===== src/rtl/seg_scan_driver_if.sv =====
// Bundle for the segment scan driver: display value and decimal-point mask in,
// registered segment/digit drive and frame-capture pulse out.
interface seg_scan_driver_if;
  logic [31:0] SegData;
  logic [7:0]  DpMask;
  logic [7:0]  SegOut;
  logic [7:0]  DigitSel;
  logic        FrameDone;

  modport master (
    output SegData,
    output DpMask,
    input  SegOut,
    input  DigitSel,
    input  FrameDone
  );

  modport slave (
    input  SegData,
    input  DpMask,
    output SegOut,
    output DigitSel,
    output FrameDone
  );
endinterface


===== src/rtl/seg_scan_driver.sv =====
// Multiplexed 8-digit 7-segment scan driver with tear-free frame capture.
// Optional macro SEG_LEADING_ZERO_BLANK_EN blanks leading-zero digits (digit 0 never blanked).
module seg_scan_driver #(
  parameter int SCAN_DIV = 100000
) (
  input  logic              clk,
  input  logic              reset,
  seg_scan_driver_if.slave  bus
);

  localparam int            PW      = (SCAN_DIV > 2) ? $clog2(SCAN_DIV) : 1;
  localparam logic [PW-1:0] DIV_MAX = PW'(SCAN_DIV - 1);

  logic [PW-1:0] presc_r;
  logic [2:0]    idx_r;
  logic [31:0]   shadow_data_r;
  logic [7:0]    shadow_dp_r;
  logic [7:0]    seg_out_r;
  logic [7:0]    digit_sel_r;
  logic          frame_done_r;

  logic          tick_s;
  logic          load_s;
  logic [2:0]    next_idx_s;
  logic [31:0]   src_data_s;
  logic [7:0]    src_dp_s;
  logic [3:0]    nibble_s;
  logic          blank_s;
  logic [7:0]    seg_next_s;

  function automatic logic [6:0] hex_decode(input logic [3:0] nib);
    logic [6:0] pat;
    case (nib)
      4'h0:    pat = 7'h3F;
      4'h1:    pat = 7'h06;
      4'h2:    pat = 7'h5B;
      4'h3:    pat = 7'h4F;
      4'h4:    pat = 7'h66;
      4'h5:    pat = 7'h6D;
      4'h6:    pat = 7'h7D;
      4'h7:    pat = 7'h07;
      4'h8:    pat = 7'h7F;
      4'h9:    pat = 7'h6F;
      4'hA:    pat = 7'h77;
      4'hB:    pat = 7'h7C;
      4'hC:    pat = 7'h39;
      4'hD:    pat = 7'h5E;
      4'hE:    pat = 7'h79;
      4'hF:    pat = 7'h71;
      default: pat = 7'h00;
    endcase
    return pat;
  endfunction

  // Next-digit selection; on the load edge decode straight from the incoming value.
  always_comb begin
    tick_s     = (presc_r == DIV_MAX);
    next_idx_s = idx_r + 3'd1;
    load_s     = tick_s && (idx_r == 3'd7);
    src_data_s = load_s ? bus.SegData : shadow_data_r;
    src_dp_s   = load_s ? bus.DpMask  : shadow_dp_r;
    nibble_s   = src_data_s[{next_idx_s, 2'b00} +: 4];
`ifdef SEG_LEADING_ZERO_BLANK_EN
    blank_s    = (next_idx_s != 3'd0) && ((src_data_s >> {next_idx_s, 2'b00}) == 32'd0);
`else
    blank_s    = 1'b0;
`endif
    seg_next_s = {src_dp_s[next_idx_s], (blank_s ? 7'h00 : hex_decode(nibble_s))};
  end

  // Digit-slot prescaler.
  always_ff @(posedge clk or negedge reset) begin
    if (!reset) begin
      presc_r <= '0;
    end else if (tick_s) begin
      presc_r <= '0;
    end else begin
      presc_r <= presc_r + PW'(1);
    end
  end

  // Index starts at 7 so the first tick after reset is also a frame capture.
  always_ff @(posedge clk or negedge reset) begin
    if (!reset) begin
      idx_r         <= 3'd7;
      shadow_data_r <= 32'h0000_0000;
      shadow_dp_r   <= 8'h00;
      seg_out_r     <= 8'h00;
      digit_sel_r   <= 8'h00;
      frame_done_r  <= 1'b0;
    end else begin
      frame_done_r <= load_s;
      if (tick_s) begin
        idx_r       <= next_idx_s;
        digit_sel_r <= 8'd1 << next_idx_s;
        seg_out_r   <= seg_next_s;
        if (load_s) begin
          shadow_data_r <= bus.SegData;
          shadow_dp_r   <= bus.DpMask;
        end
      end
    end
  end

  assign bus.SegOut    = seg_out_r;
  assign bus.DigitSel  = digit_sel_r;
  assign bus.FrameDone = frame_done_r;

endmodule

===== src/flat_wrapper.sv =====
// flat-port wrapper written by rule: the top's interface ports become plain ports
module seg_scan_driver_flat 
#(
  parameter int SCAN_DIV = 100000
)
  (clk, reset, bus_SegData, bus_DpMask, bus_SegOut, bus_DigitSel, bus_FrameDone);
  seg_scan_driver_if bus_i ();
  input  logic clk;
  input  logic reset;
  input wire logic [$bits(bus_i.SegData)-1:0] bus_SegData;
  input wire logic [$bits(bus_i.DpMask)-1:0] bus_DpMask;
  output wire logic [$bits(bus_i.SegOut)-1:0] bus_SegOut;
  output wire logic [$bits(bus_i.DigitSel)-1:0] bus_DigitSel;
  output wire logic [$bits(bus_i.FrameDone)-1:0] bus_FrameDone;
  assign bus_i.SegData = bus_SegData;
  assign bus_i.DpMask = bus_DpMask;
  assign bus_SegOut = bus_i.SegOut;
  assign bus_DigitSel = bus_i.DigitSel;
  assign bus_FrameDone = bus_i.FrameDone;
  seg_scan_driver #(.SCAN_DIV(SCAN_DIV)) u_core (.clk(clk), .reset(reset), .bus(bus_i));
endmodule

===== config.mk =====
export PLATFORM = sky130hd
export DESIGN_NAME = seg_scan_driver_flat
export DESIGN_NICKNAME = d
export VERILOG_FILES = /design/src/rtl/seg_scan_driver_if.sv /design/src/rtl/seg_scan_driver.sv /design/src/flat_wrapper.sv
export SDC_FILE = /design/constraint.sdc
export NUM_CORES = 1
export LEC_CHECK = 0
export BUFFER_PORTS_ARGS = -buffer_cell sky130_fd_sc_hd__buf_2
export CORE_ASPECT_RATIO = 2
export CORE_UTILIZATION = 55
export CTS_CLUSTER_DIAMETER = 30
export DETAILED_ROUTE_END_ITERATION = 7
export GPL_TIMING_DRIVEN = 0
export PLACE_DENSITY_LB_ADDON = 0.1
export SLEW_MARGIN = 40
export SYNTH_ARGS = -nofsm -noshare
export SYNTH_HDL_FRONTEND = slang
export SYNTH_SLANG_ARGS = --single-unit

===== constraint.sdc =====
create_clock -name clk -period 4.5 [get_ports clk]
set_clock_uncertainty 0.05 [all_clocks]
set_input_delay 0.45 -clock clk [delete_from_list [all_inputs] [get_ports clk]]
set_output_delay 0.45 -clock clk [all_outputs]
set_load 0.02 [all_outputs]

==> flow_summary.ini <==
[setup_path]
critical_path.startpoint_type = flip-flop
cell_seen_most_often_among_critical_path_stages = sky130_fd_sc_hd__inv_1
rr_startpoint = u_core.idx_r[0]$_DFFE_PN1N_
crit_required_ns = 4.72
critical_path.max_stage_delay_ns = 0.55
critical_path.top_delay_family = buffers and inverters
crit_chain = clkbuf_1, inv_1, ha_2, clkbuf_2, nand2b_1, a22oi_1, o211a_1, nor4_4, inv_1, ha_1, inv_1, mux2i_1, a221oi_1, a21o_1
timing.rr.end = u_core.bus.SegOut[5]$_DFFE_PN0N_
worst_r2r_path_depth = 14
signal_arrival_time_at_the_worst_endpoint_ns = 4.42
critPathMaxFanout = 15
criticalPathCategory = flip-flop to flip-flop
critical_path.endpoint_type = flip-flop
crit_path_top_delay_cell = sky130_fd_sc_hd__ha_2
worst-path-buf-inv = 5
rrSetupSlack_ns = 0.30

[sta]
finalCriticalPeriod_ns = 4.199
unrepaired_setup_endpoints_after_global_routing = no
achievable_frequency_mhz = 238.1
final_worst_path_setup_slack_ns = 0.3007
final-hold-violation-count = 0
final-setup-viol-count = 0
post-route-period-util_pct = 93.32
timing.final.max_slew_violations = 0
worstMarginPinSlew_ns = 0.6673
setup_tns_ns = 0
slew_headroom_pct = 55.18

[yosys]
syn-num-nets = 442
synthArstFlopShare_pct = 100.0
yosysSeqAreaShare_pct = 46.79
ys_ff_latch = 77
synth.largest_area_cell = sky130_fd_sc_hd__dfrtp_1
yosys_warnings = 0
ys.flop_type = sky130_fd_sc_hd__dfrtp_1
synth_enable_flop_cells = 0
synthDistinctLibCells = 59
netlist_top_cells_area = sky130_fd_sc_hd__dfrtp_1 (45%), sky130_fd_sc_hd__mux2_2 (10%), sky130_fd_sc_hd__nand2_1 (5.9%), sky130_fd_sc_hd__ha_1 (4.5%), sky130_fd_sc_hd__nand3_1 (2.7%)
postSynthAreaPerCell_um2 = 10.72
share_of_yosys_cell_area_claimed_by_the_top_area_cell_type_pct = 44.88
syn_inst = 385
mappedNetlistArea_um2 = 4126

[cells_and_area]
antenna-diode-count = 0
multiInputGateArea_um2 = 2051
layout-drive-gt1-share_pct = 30.50
fin_cells = 551
postLayoutCellArea_um2 = 4883
design.final.nets = 511
fillerInstances = 623
layout-area-overhead-vs-synth_pct = 18.34
ff_latch_area_um2 = 1931
post-route-util_pct = 67.20

[die]
rows = 44
core_region_area_um2 = 7267
initial_utilization_pct = 56.78
die_height_um = 124.5
die-area_um2 = 7874
top_level_ports = 59
fp.dieW_um = 63.25

[drt]
antenna_left = 0
count_of_unresolved_drc_violations_after_routing = 0
drt_first_iter_violations = 174
wl_per_instance_um = 16.44
drt-total-wl_um = 9059
drt_pass1_iterations = 4
routed-via-count = 3170
post_drt_via_cell_ratio = 5.753

[clock_network]
ctsLongestPathBuffers = 2
worst_path_clk_slew_ns = 0.06
clock_tree.htree_level_count = 3
cts_inserted_buffers = 9
cts.sink_count = 77
clk_root_buffer_cell = sky130_fd_sc_hd__clkbuf_16
clock_latency_late_sink_ns = 0.33
cts_tree = built

[global_route]
grt-ovfl-total = 0
grt_first_pass_wirelength_um = 15640
grt.total_usage_pct = 25.59
grt_antenna_before_repair = 0
grt_max_degree = 58
via_count_of_the_first_global_routing_pass = 3310

[flow_run]
maxCapViolCount = 0

[pwr]
ir_worst_vdd_mv = 0.3191
total_leakage_power_nw = 2.308
power.density_nw_per_um2 = 303.3

[outcome]
status = complete, no violations

[hold_path]
worst_hold_path_type = primary input to flip-flop
worst_hold_path_endpoint = u_core.shadow_data_r[3]$_DFFE_PN0N_
worst_hold_path.num_cells = 2
timing.hold.worst.start = bus_SegData[3]

[placed_design]
numPortBuffers = 58
dpl_worst_slack_ns = -0.5819
placed_cells = 536
dp_hpwl_um = 6719
routabilityCongestion = 0.8632
placed_area_um2 = 4566
==> metrics by stage <==
step                      hold WS [ns]  power, mW
after floorplan                 0.1044     0.7416
after global placement          0.3989     0.7786
after detailed placement        0.2636     0.7843
after CTS                       0.3073      1.492
after global routing            0.3123      1.529
final                           0.3108      1.481
==> cell usage after synthesis (4+ instances only) <==
cell type                  instances
sky130_fd_sc_hd__nand3_1          22
sky130_fd_sc_hd__ha_1             15
sky130_fd_sc_hd__a22oi_1           7
sky130_fd_sc_hd__xnor2_1           9
sky130_fd_sc_hd__clkbuf_1         14
sky130_fd_sc_hd__buf_1             4
sky130_fd_sc_hd__xor2_1            8
sky130_fd_sc_hd__nor2_1           15
sky130_fd_sc_hd__nand2_1          65
sky130_fd_sc_hd__mux2_2           38
sky130_fd_sc_hd__nand4_1           7
sky130_fd_sc_hd__mux4_2            4
sky130_fd_sc_hd__inv_1             8
sky130_fd_sc_hd__nand2b_1          8
sky130_fd_sc_hd__a211oi_1          9
sky130_fd_sc_hd__dfrtp_1          74
sky130_fd_sc_hd__o21ai_0          12
==> cell type report <==
type	instances	share of cell area [%]
Tap cell	92	2.357
Inverter	9	0.7943
Sequential cell	77	39.53
Clock buffer	12	5.047
Clock inverter	4	0.9736
Multi-Input combinational cell	274	41.99
Timing Repair Buffer	60	6.841
Buffer	23	2.460
==> worst max-delay path by stage <==
| stage | from | to | depth (start not counted) |
|---|---|---|---|
| 6_report | u_core.idx_r[0]$_DFFE_PN1N_ | u_core.bus.SegOut[5]$_DFFE_PN0N_ | 14 |
| 5_1_grt | u_core.idx_r[0]$_DFFE_PN1N_ | u_core.bus.SegOut[5]$_DFFE_PN0N_ | 14 |
| 4_1_cts | u_core.idx_r[0]$_DFFE_PN1N_ | u_core.bus.SegOut[5]$_DFFE_PN0N_ | 15 |
| 3_5_place_dp | u_core.idx_r[0]$_DFFE_PN1N_ | u_core.bus.SegOut[5]$_DFFE_PN0N_ | 16 |
| 3_3_place_gp | u_core.idx_r[0]$_DFFE_PN1N_ | u_core.bus.SegOut[5]$_DFFE_PN0N_ | 16 |
| 2_1_floorplan | u_core.idx_r[0]$_DFFE_PN1N_ | u_core.bus.SegOut[3]$_DFFE_PN0N_ | 16 |
==> state kept, by name, summed over array words and instances (netlist names) <==
name                  cells
u_core.shadow_dp_r        8
u_core.presc_r           17
u_core.bus.FrameDone      1
u_core.idx_r              3
u_core.shadow_data_r     32
u_core.bus.DigitSel       8
u_core.bus.SegOut         8
==> power breakdown <==
part | switching, mW | total [mW] | internal, mW | leakage (nW)
Clock | 0.267 | 0.710 | 0.443 | 0.143
Sequential | 0.00333 | 0.706 | 0.702 | 0.950
Combinational | 0.0334 | 0.0660 | 0.0326 | 1.22
Total | 0.304 | 1.48 | 1.18 | 2.31
==> per-layer routing <==
metal | up-vias | GRT usage (%) | share of wire [%]
met5 | - | 0 | 0
met3 | 16 | 4.212 | 3.0
li1 | 1507 | - | -
met1 | 1568 | 29.42 | 39
met4 | 0 | 11.50 | 2.3
met2 | 79 | 45.41 | 55
==> logic make-up (layout without fill, tap and decap cells) <==
kind of cell / after synthesis / after routing / share of synthesized area (%)
and+or+nand+nor: 139 / 139 / 17.07
adders and majority gates: 15 / 15 / 4.548
AOI/OAI and AO/OA: 57 / 57 / 10.40
DFF: 77 / 77 / 46.79
xor gates and xnor gates: 17 / 17 / 3.608
buffers and inverters: 34 / 108 / 3.942
muxes: 46 / 46 / 13.64
==> cells in the final DEF (no fill, tap or decap), types with 3 or more instances in the layout <==
cell,netlist,final
sky130_fd_sc_hd__buf_6,3,4
sky130_fd_sc_hd__nand3_1,22,22
sky130_fd_sc_hd__xor2_1,8,8
sky130_fd_sc_hd__mux4_2,4,4
sky130_fd_sc_hd__a211oi_1,9,9
sky130_fd_sc_hd__dfstp_2,3,3
sky130_fd_sc_hd__mux2_2,38,38
sky130_fd_sc_hd__nand2_1,65,65
sky130_fd_sc_hd__clkbuf_2,0,3
sky130_fd_sc_hd__clkbuf_1,14,12
sky130_fd_sc_hd__o21ai_0,12,12
sky130_fd_sc_hd__o2111ai_1,3,3
sky130_fd_sc_hd__mux2i_1,3,3
sky130_fd_sc_hd__nand4_1,7,7
sky130_fd_sc_hd__inv_1,8,8
sky130_fd_sc_hd__and2_1,3,3
sky130_fd_sc_hd__dfrtp_1,74,74
sky130_fd_sc_hd__a22oi_1,7,7
sky130_fd_sc_hd__clkbuf_16,0,9
sky130_fd_sc_hd__buf_1,4,3
sky130_fd_sc_hd__nand2b_1,8,8
sky130_fd_sc_hd__xnor2_1,9,9
sky130_fd_sc_hd__and4_1,3,3
sky130_fd_sc_hd__ha_1,15,14
sky130_fd_sc_hd__buf_2,3,60
sky130_fd_sc_hd__nor2_1,15,15
==> timing repair <==
item	4_1_cts	5_1_grt
setup buffers	0	0
endpoints found under the hold margin	20	0
hold buffers	1	0
pin swaps	0	0
gates resized for setup	5	1
endpoints found under the setup margin	7	3
Note: power is estimated with default switching activity, not from simulation.
